<file path="src/rtl/run_ctrl.sv">
// run_ctrl: run/halt/single-step sequencer for the puzzle-solver CPU.
// Debounces the raw run and step buttons, sequences IDLE/RUN/STEP/DONE/FAULT,
// and produces cpu_en, which gates the decoder write enables. Execution stops
// when the register file raises comp or when the enabled-cycle budget runs out.

// Per-button conditioner: two-flop synchronizer, mismatch-count debounce, and
// a one-cycle pulse on each accepted rising level (releases give no pulse).
module run_ctrl_debounce #(
    parameter int DEB_CYCLES = 4
) (
    input  logic clk,
    input  logic rst_n,
    input  logic raw,
    output logic press
);

    localparam int DW = (DEB_CYCLES > 1) ? $clog2(DEB_CYCLES) : 1;
    localparam logic [DW-1:0] DEB_MAX = DW'(DEB_CYCLES - 1);

    logic          sync1_r;
    logic          sync2_r;
    logic          stable_r;
    logic          stable_d_r;
    logic [DW-1:0] dcnt_r;

    // Bring the asynchronous button level into the clk domain.
    always_ff @(posedge clk or negedge rst_n) begin
        if (!rst_n) begin
            sync1_r <= 1'b0;
            sync2_r <= 1'b0;
        end else begin
            sync1_r <= raw;
            sync2_r <= sync1_r;
        end
    end

    // Accept a new level only after DEB_CYCLES consecutive mismatching samples.
    always_ff @(posedge clk or negedge rst_n) begin
        if (!rst_n) begin
            stable_r <= 1'b0;
            dcnt_r   <= '0;
        end else if (sync2_r == stable_r) begin
            dcnt_r   <= '0;
        end else if (dcnt_r == DEB_MAX) begin
            stable_r <= sync2_r;
            dcnt_r   <= '0;
        end else begin
            dcnt_r   <= dcnt_r + DW'(1);
        end
    end

    // Delayed copy of the accepted level, used for rising-edge detection.
    always_ff @(posedge clk or negedge rst_n) begin
        if (!rst_n) begin
            stable_d_r <= 1'b0;
        end else begin
            stable_d_r <= stable_r;
        end
    end

    // The pulse is decoded from two registers, so it is glitch-free.
    assign press = stable_r & ~stable_d_r;

endmodule

module run_ctrl #(
    parameter int DEB_CYCLES = 4,
    parameter int CNT_W      = 16,
    parameter int TIMEOUT    = 1000
) (
    input  logic             clk,
    input  logic             rst_n,
    input  logic             btn_run,
    input  logic             btn_step,
    input  logic             clr,
    input  logic             comp,
    output logic             cpu_en,
    output logic [2:0]       state,
    output logic [CNT_W-1:0] step_cnt,
    output logic             done,
    output logic             fault
);

    typedef enum logic [2:0] {
        ST_IDLE  = 3'd0,
        ST_RUN   = 3'd1,
        ST_STEP  = 3'd2,
        ST_DONE  = 3'd3,
        ST_FAULT = 3'd4
    } state_t;

    // Count value during the last permitted enabled cycle.
    localparam logic [CNT_W-1:0] LAST_CNT = CNT_W'(TIMEOUT - 1);

    state_t           state_r;
    logic [CNT_W-1:0] step_cnt_r;
    logic             done_r;
    logic             fault_r;
    logic             run_pr_s;
    logic             step_pr_s;
    logic             cpu_en_s;
    logic             at_limit_s;

    run_ctrl_debounce #(.DEB_CYCLES(DEB_CYCLES)) u_deb_run (
        .clk   (clk),
        .rst_n (rst_n),
        .raw   (btn_run),
        .press (run_pr_s)
    );

    run_ctrl_debounce #(.DEB_CYCLES(DEB_CYCLES)) u_deb_step (
        .clk   (clk),
        .rst_n (rst_n),
        .raw   (btn_step),
        .press (step_pr_s)
    );

    // comp must cut the enable in the same cycle, so this path is combinational
    // from the state register and comp.
    assign cpu_en_s   = ((state_r == ST_RUN) || (state_r == ST_STEP)) && !comp;
    assign at_limit_s = (step_cnt_r == LAST_CNT);

    // Sequencer: state, enabled-cycle counter and the decoded status flags.
    always_ff @(posedge clk or negedge rst_n) begin
        if (!rst_n) begin
            state_r    <= ST_IDLE;
            step_cnt_r <= '0;
            done_r     <= 1'b0;
            fault_r    <= 1'b0;
        end else if (clr) begin
            // clr beats comp and timeout; a count from this cycle is dropped.
            state_r    <= ST_IDLE;
            step_cnt_r <= '0;
            done_r     <= 1'b0;
            fault_r    <= 1'b0;
        end else begin
            if (cpu_en_s) begin
                step_cnt_r <= step_cnt_r + CNT_W'(1);
            end else begin
                step_cnt_r <= step_cnt_r;
            end

            case (state_r)
                ST_IDLE: begin
                    if (run_pr_s) begin
                        state_r <= ST_RUN;
                    end else if (step_pr_s) begin
                        state_r <= ST_STEP;
                    end else begin
                        state_r <= ST_IDLE;
                    end
                end
                ST_RUN: begin
                    if (comp) begin
                        state_r <= ST_DONE;
                        done_r  <= 1'b1;
                    end else if (at_limit_s) begin
                        // comp is low here, so this cycle is enabled.
                        state_r <= ST_FAULT;
                        fault_r <= 1'b1;
                    end else if (run_pr_s) begin
                        state_r <= ST_IDLE;
                    end else begin
                        state_r <= ST_RUN;
                    end
                end
                ST_STEP: begin
                    if (comp) begin
                        state_r <= ST_DONE;
                        done_r  <= 1'b1;
                    end else if (at_limit_s) begin
                        state_r <= ST_FAULT;
                        fault_r <= 1'b1;
                    end else begin
                        state_r <= ST_IDLE;
                    end
                end
                ST_DONE: begin
                    state_r <= ST_DONE;
                end
                ST_FAULT: begin
                    state_r <= ST_FAULT;
                end
                default: begin
                    // Illegal encoding: park safely with execution disabled.
                    state_r <= ST_FAULT;
                    done_r  <= 1'b0;
                    fault_r <= 1'b1;
                end
            endcase
        end
    end

    assign cpu_en   = cpu_en_s;
    assign state    = state_r;
    assign step_cnt = step_cnt_r;
    assign done     = done_r;
    assign fault    = fault_r;

endmodule

</file>
<file path="config.mk">
export PLATFORM = sky130hd
export DESIGN_NAME = run_ctrl
export DESIGN_NICKNAME = d
export VERILOG_FILES = /design/src/rtl/run_ctrl.sv
export SDC_FILE = /design/constraint.sdc
export NUM_CORES = 1
export LEC_CHECK = 0
export BUFFER_PORTS_ARGS = -buffer_cell sky130_fd_sc_hd__buf_2
export CAP_MARGIN = 20
export CORE_ASPECT_RATIO = 0.5
export CORE_UTILIZATION = 56
export CTS_CLUSTER_DIAMETER = 80
export CTS_CLUSTER_SIZE = 10
export DETAILED_ROUTE_END_ITERATION = 8
export PLACE_DENSITY = 0.89
export SLEW_MARGIN = 10
export SYNTH_ARGS = -nofsm -noshare
export SYNTH_HDL_FRONTEND = slang
export SYNTH_SLANG_ARGS = --single-unit
</file>
<file path="constraint.sdc">
create_clock -name clk -period 2.58 [get_ports clk]
set_input_delay 0.516 -clock clk [delete_from_list [all_inputs] [get_ports clk]]
set_output_delay 0.516 -clock clk [all_outputs]
set_load 0.02 [all_outputs]
</file>
Word level (Yosys, flattened, before mapping)

Index checks and enable logic that the tools add are counted.
W data, S select, Z words.

Flip-flop bits (word level): 33
Input bits: 6
Output and inout bits: 22
Word-level logic and storage cells: 69

Add/sub/neg operators: 3
Equality and inequality tests: 13
Muxes and demuxes: 22
Bitwise logic cells: 6
Reductions and logical operators: 11

Operators by type and width:

| cell                    | count |
|---|---|
| $mux W16                | 2 |
| $add A16 B1 Y16 const B | 1 |
| $eq A16 B10 Y1 const B  | 1 |
| $mux W3                 | 5 |
| $mux W2                 | 6 |
| $pmux W3 S4             | 1 |
| $eq A3 B2 Y1 const B    | 2 |
| $mux W1                 | 6 |
| $ne A3 B1 Y1 const B    | 2 |
| $reduce_and A2 Y1       | 3 |
| $add A2 B1 Y2 const B   | 2 |
| $eq A2 B2 Y1 const B    | 2 |
| $not A1 Y1              | 4 |
| $pmux W1 S2             | 2 |
| $eq A3 B1 Y1 const B    | 1 |
| $eq A3 B3 Y1 const B    | 1 |
| $logic_not A3 Y1        | 1 |
| $ne A3 B3 Y1 const B    | 1 |
| $reduce_and A3 Y1       | 1 |
| $reduce_or A3 Y1        | 1 |
| $and A1 B1 Y1           | 2 |
| $eq A1 B1 Y1            | 2 |
| $ne A2 B1 Y1 const B    | 1 |
| $reduce_bool A2 Y1      | 1 |
| other kinds (4)         | 4 |

Depth between registers and ports, before layout

Word-level depth: 7
Mapped depth: 5
Gate-level depth less buffers: 5

Modules after synthesis

A second synthesis with hierarchy kept.

Cells, all modules: 146
Area, all modules: 1629.1 µm²

By module, submodules not included:

| module            | times used | cells an instance | area an instance (µm²) |
|---|---|---|---|
| run_ctrl          | 1          | 122               | 1218.7 |
| run_ctrl_debounce | 2          | 12                | 205.2 |

Worst setup path after synthesis

Ideal clock, no wire load.

Path type: reg-to-output
From: reg state_r[1] (netlist: state[1])
To: out cpu_en
Arrival: 1.349 ns
Required time: 2.064 ns
Setup slack: 0.715 ns
Cell stages (with the launch flop): 5
Path buffers: 1
Cell sequence: dfrtp_1 xor2_1 clkbuf_1 nand2_1 inv_1

Cells in the longest elaborated chain, start to end: 3

Ends and longest elaborated chain:

| item                                                | line | text |
|---|---|---|
| start: declaration                                  | 95   | `state_t state_r;` |
| start signal: assignment                            | 126  | `state_r <= ST_IDLE;` |
| start signal: assignment                            | 132  | `state_r <= ST_IDLE;` |
| start signal: assignment                            | 146  | `state_r <= ST_RUN;` |
| $eq A3 B1 Y1 / $eq A3 B2 Y1 (equally long branches) | 120  | `assign cpu_en_s = ((state_r == ST_RUN) \|\| (state_r == ST_STEP)) && !comp;` |
| $logic_or A1 B1 Y1 (*)                              | 120  |  |
| $logic_and A1 B1 Y1 (*)                             | 120  |  |
| end: declaration                                    | 77   | `output logic cpu_en,` |

Every way passes the cells marked *; elsewhere a longest branch is shown, timed or not.

Final worst setup path

From: reg state_r[0] (netlist: state[0])
To: out cpu_en

The elaborated chain is that of the path after synthesis.

==> run metrics <==
status finished, final reports clean; Cell Pwr Density 816.0 mW/mm²; Core ar. between 0.002 and 0.0025 mm²; largest net degree at the start of global routing 34; Skew-Pair Late Insertion Delay 270 ps; top cells by area, synth dfrtp_1 55%, xor2_1 4.7%, a21oi_1 3.3%, o31ai_1 3.0%, or4_1 3.0%; share of layout cells above drive strength 1 22.22%; Final setup viols 0; buffer depth of the longest clock path 2; LEAKAGE 0.0008142 µW; final WL 2.727 mm; WL/cell around 13 µm; post-route ant nets 0; die footprint 0.002898 mm²; R2R Path End step_cnt[12]; Slew Viols, Final 0; GPL Wtd Cong 0.8264; Worst-path clk slew approximately 60 ps; RSZ-0062 raised after global routing false; synth unique cells 35; Tmin final 2139 ps; setup slack, reg-to-reg 560 ps; yosys warns 0; CP Launch Type flip-flop; Nets 180; Tightest Pin Transition 694.0 ps; Max Cap Viol 0; Die Y approximately 39 µm; # resized after CTS 0; worst clock skew approximately 5.6 ps; Crit. End Element output port; Initial Utilization 63.13%; syn avg cell area 10.70 µm²; Tcrit/Tclk final between 80% and 90%; reg2reg start state[0]; r2r worst-path depth 4; Crit path required time ~2100 ps; Peak supply drop 0.0005543 V; Post-CTS Hold Fix Bufs 0; Via density 5.777; post-CTS setup buffers 0; Detailed Place HPWL 1.932 mm; initial antenna violation count 0; vias in the first global route 1,034; crit path DAT about 1600 ps; most frequent cells in the layout 33 x dfrtp_1, 27 x buf_2, 10 x nor2_1, 10 x a21oi_1, 8 x xor2_1; Inserted Clock Buffers 5; Place WS 393.9 ps; Die X 75.14 µm; area delta synth->final 17.13%; CTS tree yes; Synth top area share 55.14%; Hold Vio Cnt, Final 0; Hold WS a little under 300 ps; Min-Delay Path Class in -> async; # diodes 0; Root Driver clkbuf_8; Final WS setup 440.8 ps; fmax 467.5 MHz; gr ovfl total 0; H-tree depth 2; crit-path max FO 9; max_slew headroom 53.73%; Yosys top cell by area dfrtp_1; DR pass1 iterations 5; overall fraction of global-route tracks in use 22.69%; row count 12; most common cell after layout, fill and taps aside dfrtp_1; drt first-iter violations 39; Port Buffers 27; Seq/Total Area, Yosys 55.14%; DRC 0; Syn Nets approximately 150; Vias 1,190; Final Util about 74%; Yosys reg bits 33; Syn Inst Count 140; total negative slack 0 ps; crit path kind reg -> out; Mapped Area between 0.001 and 0.0015 mm²; first-pass GRT wire length 4.554 mm; CTS Sinks 33; # IOs 28
==> Yosys cell counts (all sizes together) <==
| cell | n |
|---|---|
| and2 | 2 |
| nand3 | 7 |
| nor3b | 1 |
| or2 | 1 |
| xor2 | 8 |
| a221oi | 1 |
| nor4b | 1 |
| clkbuf | 3 |
| nand3b | 1 |
| a211oi | 1 |
| o41ai | 1 |
| inv | 6 |
| nor2 | 10 |
| and4bb | 1 |
| nor4 | 3 |
| or3 | 2 |
| ha | 3 |
| or4 | 6 |
| o21ai | 3 |
| nand2 | 6 |
| mux2 | 2 |
| nand4 | 6 |
| o31ai | 6 |
| dfrtp | 33 |
| nor4bb | 1 |
| and4 | 1 |
| nor2b | 3 |
| nor3 | 3 |
| a32oi | 1 |
| a31oi | 1 |
| xnor2 | 2 |
| a21oi | 10 |
| buf | 1 |
| and3 | 2 |
| nand2b | 1 |
==> kinds of logic after synthesis <==
logic type               Yosys count  synth area share, %
AND/OR/NAND/NOR                   58                22.39
XOR/XNOR                          10                5.848
flip-flops                        33                55.14
multiplexers                       2                1.504
AO/OA/AOI/OAI                     24                10.03
adder cells (fa/ha/maj)            3                2.507
buffers and inverters             10                2.589
==> metal layers <==
metal	track usage, %	up-vias	share of wire [%]
li1	-	574	-
met1	29.18	594	47
met2	35.14	20	48
met3	8.073	2	4.3
met4	10.19	0	0.40
met5	0	-	0
==> cell type report <==
class	count	area, µm²
flip-flops and latches	33	825.8
repair buffers	28	142.6
well taps	35	43.79
fillers	179	618.1
inverters	6	22.52
clock buffers	7	86.33
multi-input cells	97	633.1
==> worst max-delay path by stage <==
| stage | from | endpoint | slack (ps) | depth (start not counted) |
|---|---|---|---|---|
| final | state[0] | cpu_en | 440 | 5 |
| after global routing | state[0] | cpu_en | 330 | 5 |
| after CTS | state[0] | cpu_en | 450 | 5 |
| after detailed placement | comp | step_cnt[12] | 390 | 5 |
| after global placement | comp | step_cnt[15] | 470 | 5 |
| after floorplan | state[1] | cpu_en | 710 | 4 |
==> critical path, cell delays in order, from the launching register on <==
cell and delay (ps):
dfrtp_1 490, xor2_1 310, buf_4 230, nand2_1 100, inv_1 70, buf_2 150
==> sequential cells by signal (all words and copies together) (netlist names) <==
| register | count |
|---|---|
| u_deb_step.stable_d_r | 1 |
| u_deb_run.sync2_r | 1 |
| u_deb_run.stable_r | 1 |
| u_deb_step.stable_r | 1 |
| done | 1 |
| state | 3 |
| u_deb_run.stable_d_r | 1 |
| step_cnt | 16 |
| u_deb_step.dcnt_r | 2 |
| u_deb_step.sync1_r | 1 |
| u_deb_run.sync1_r | 1 |
| fault | 1 |
| u_deb_step.sync2_r | 1 |
| u_deb_run.dcnt_r | 2 |
==> through the flow <==
step	std cells	area, µm²	power [µW]
5_1_grt	206	1754	1520
4_1_cts	206	1754	1443
3_3_place_gp	199	1668	1049
2_1_floorplan	140	1498	947.9
3_5_place_dp	199	1668	1070
6_report	206	1754	1431
==> power by group <==
part,switching [µW],internal [µW],total [µW]
registers,85.6,608,693
clock network,158,211,369
logic,208,161,369
(Power assumes the default switching activity.)
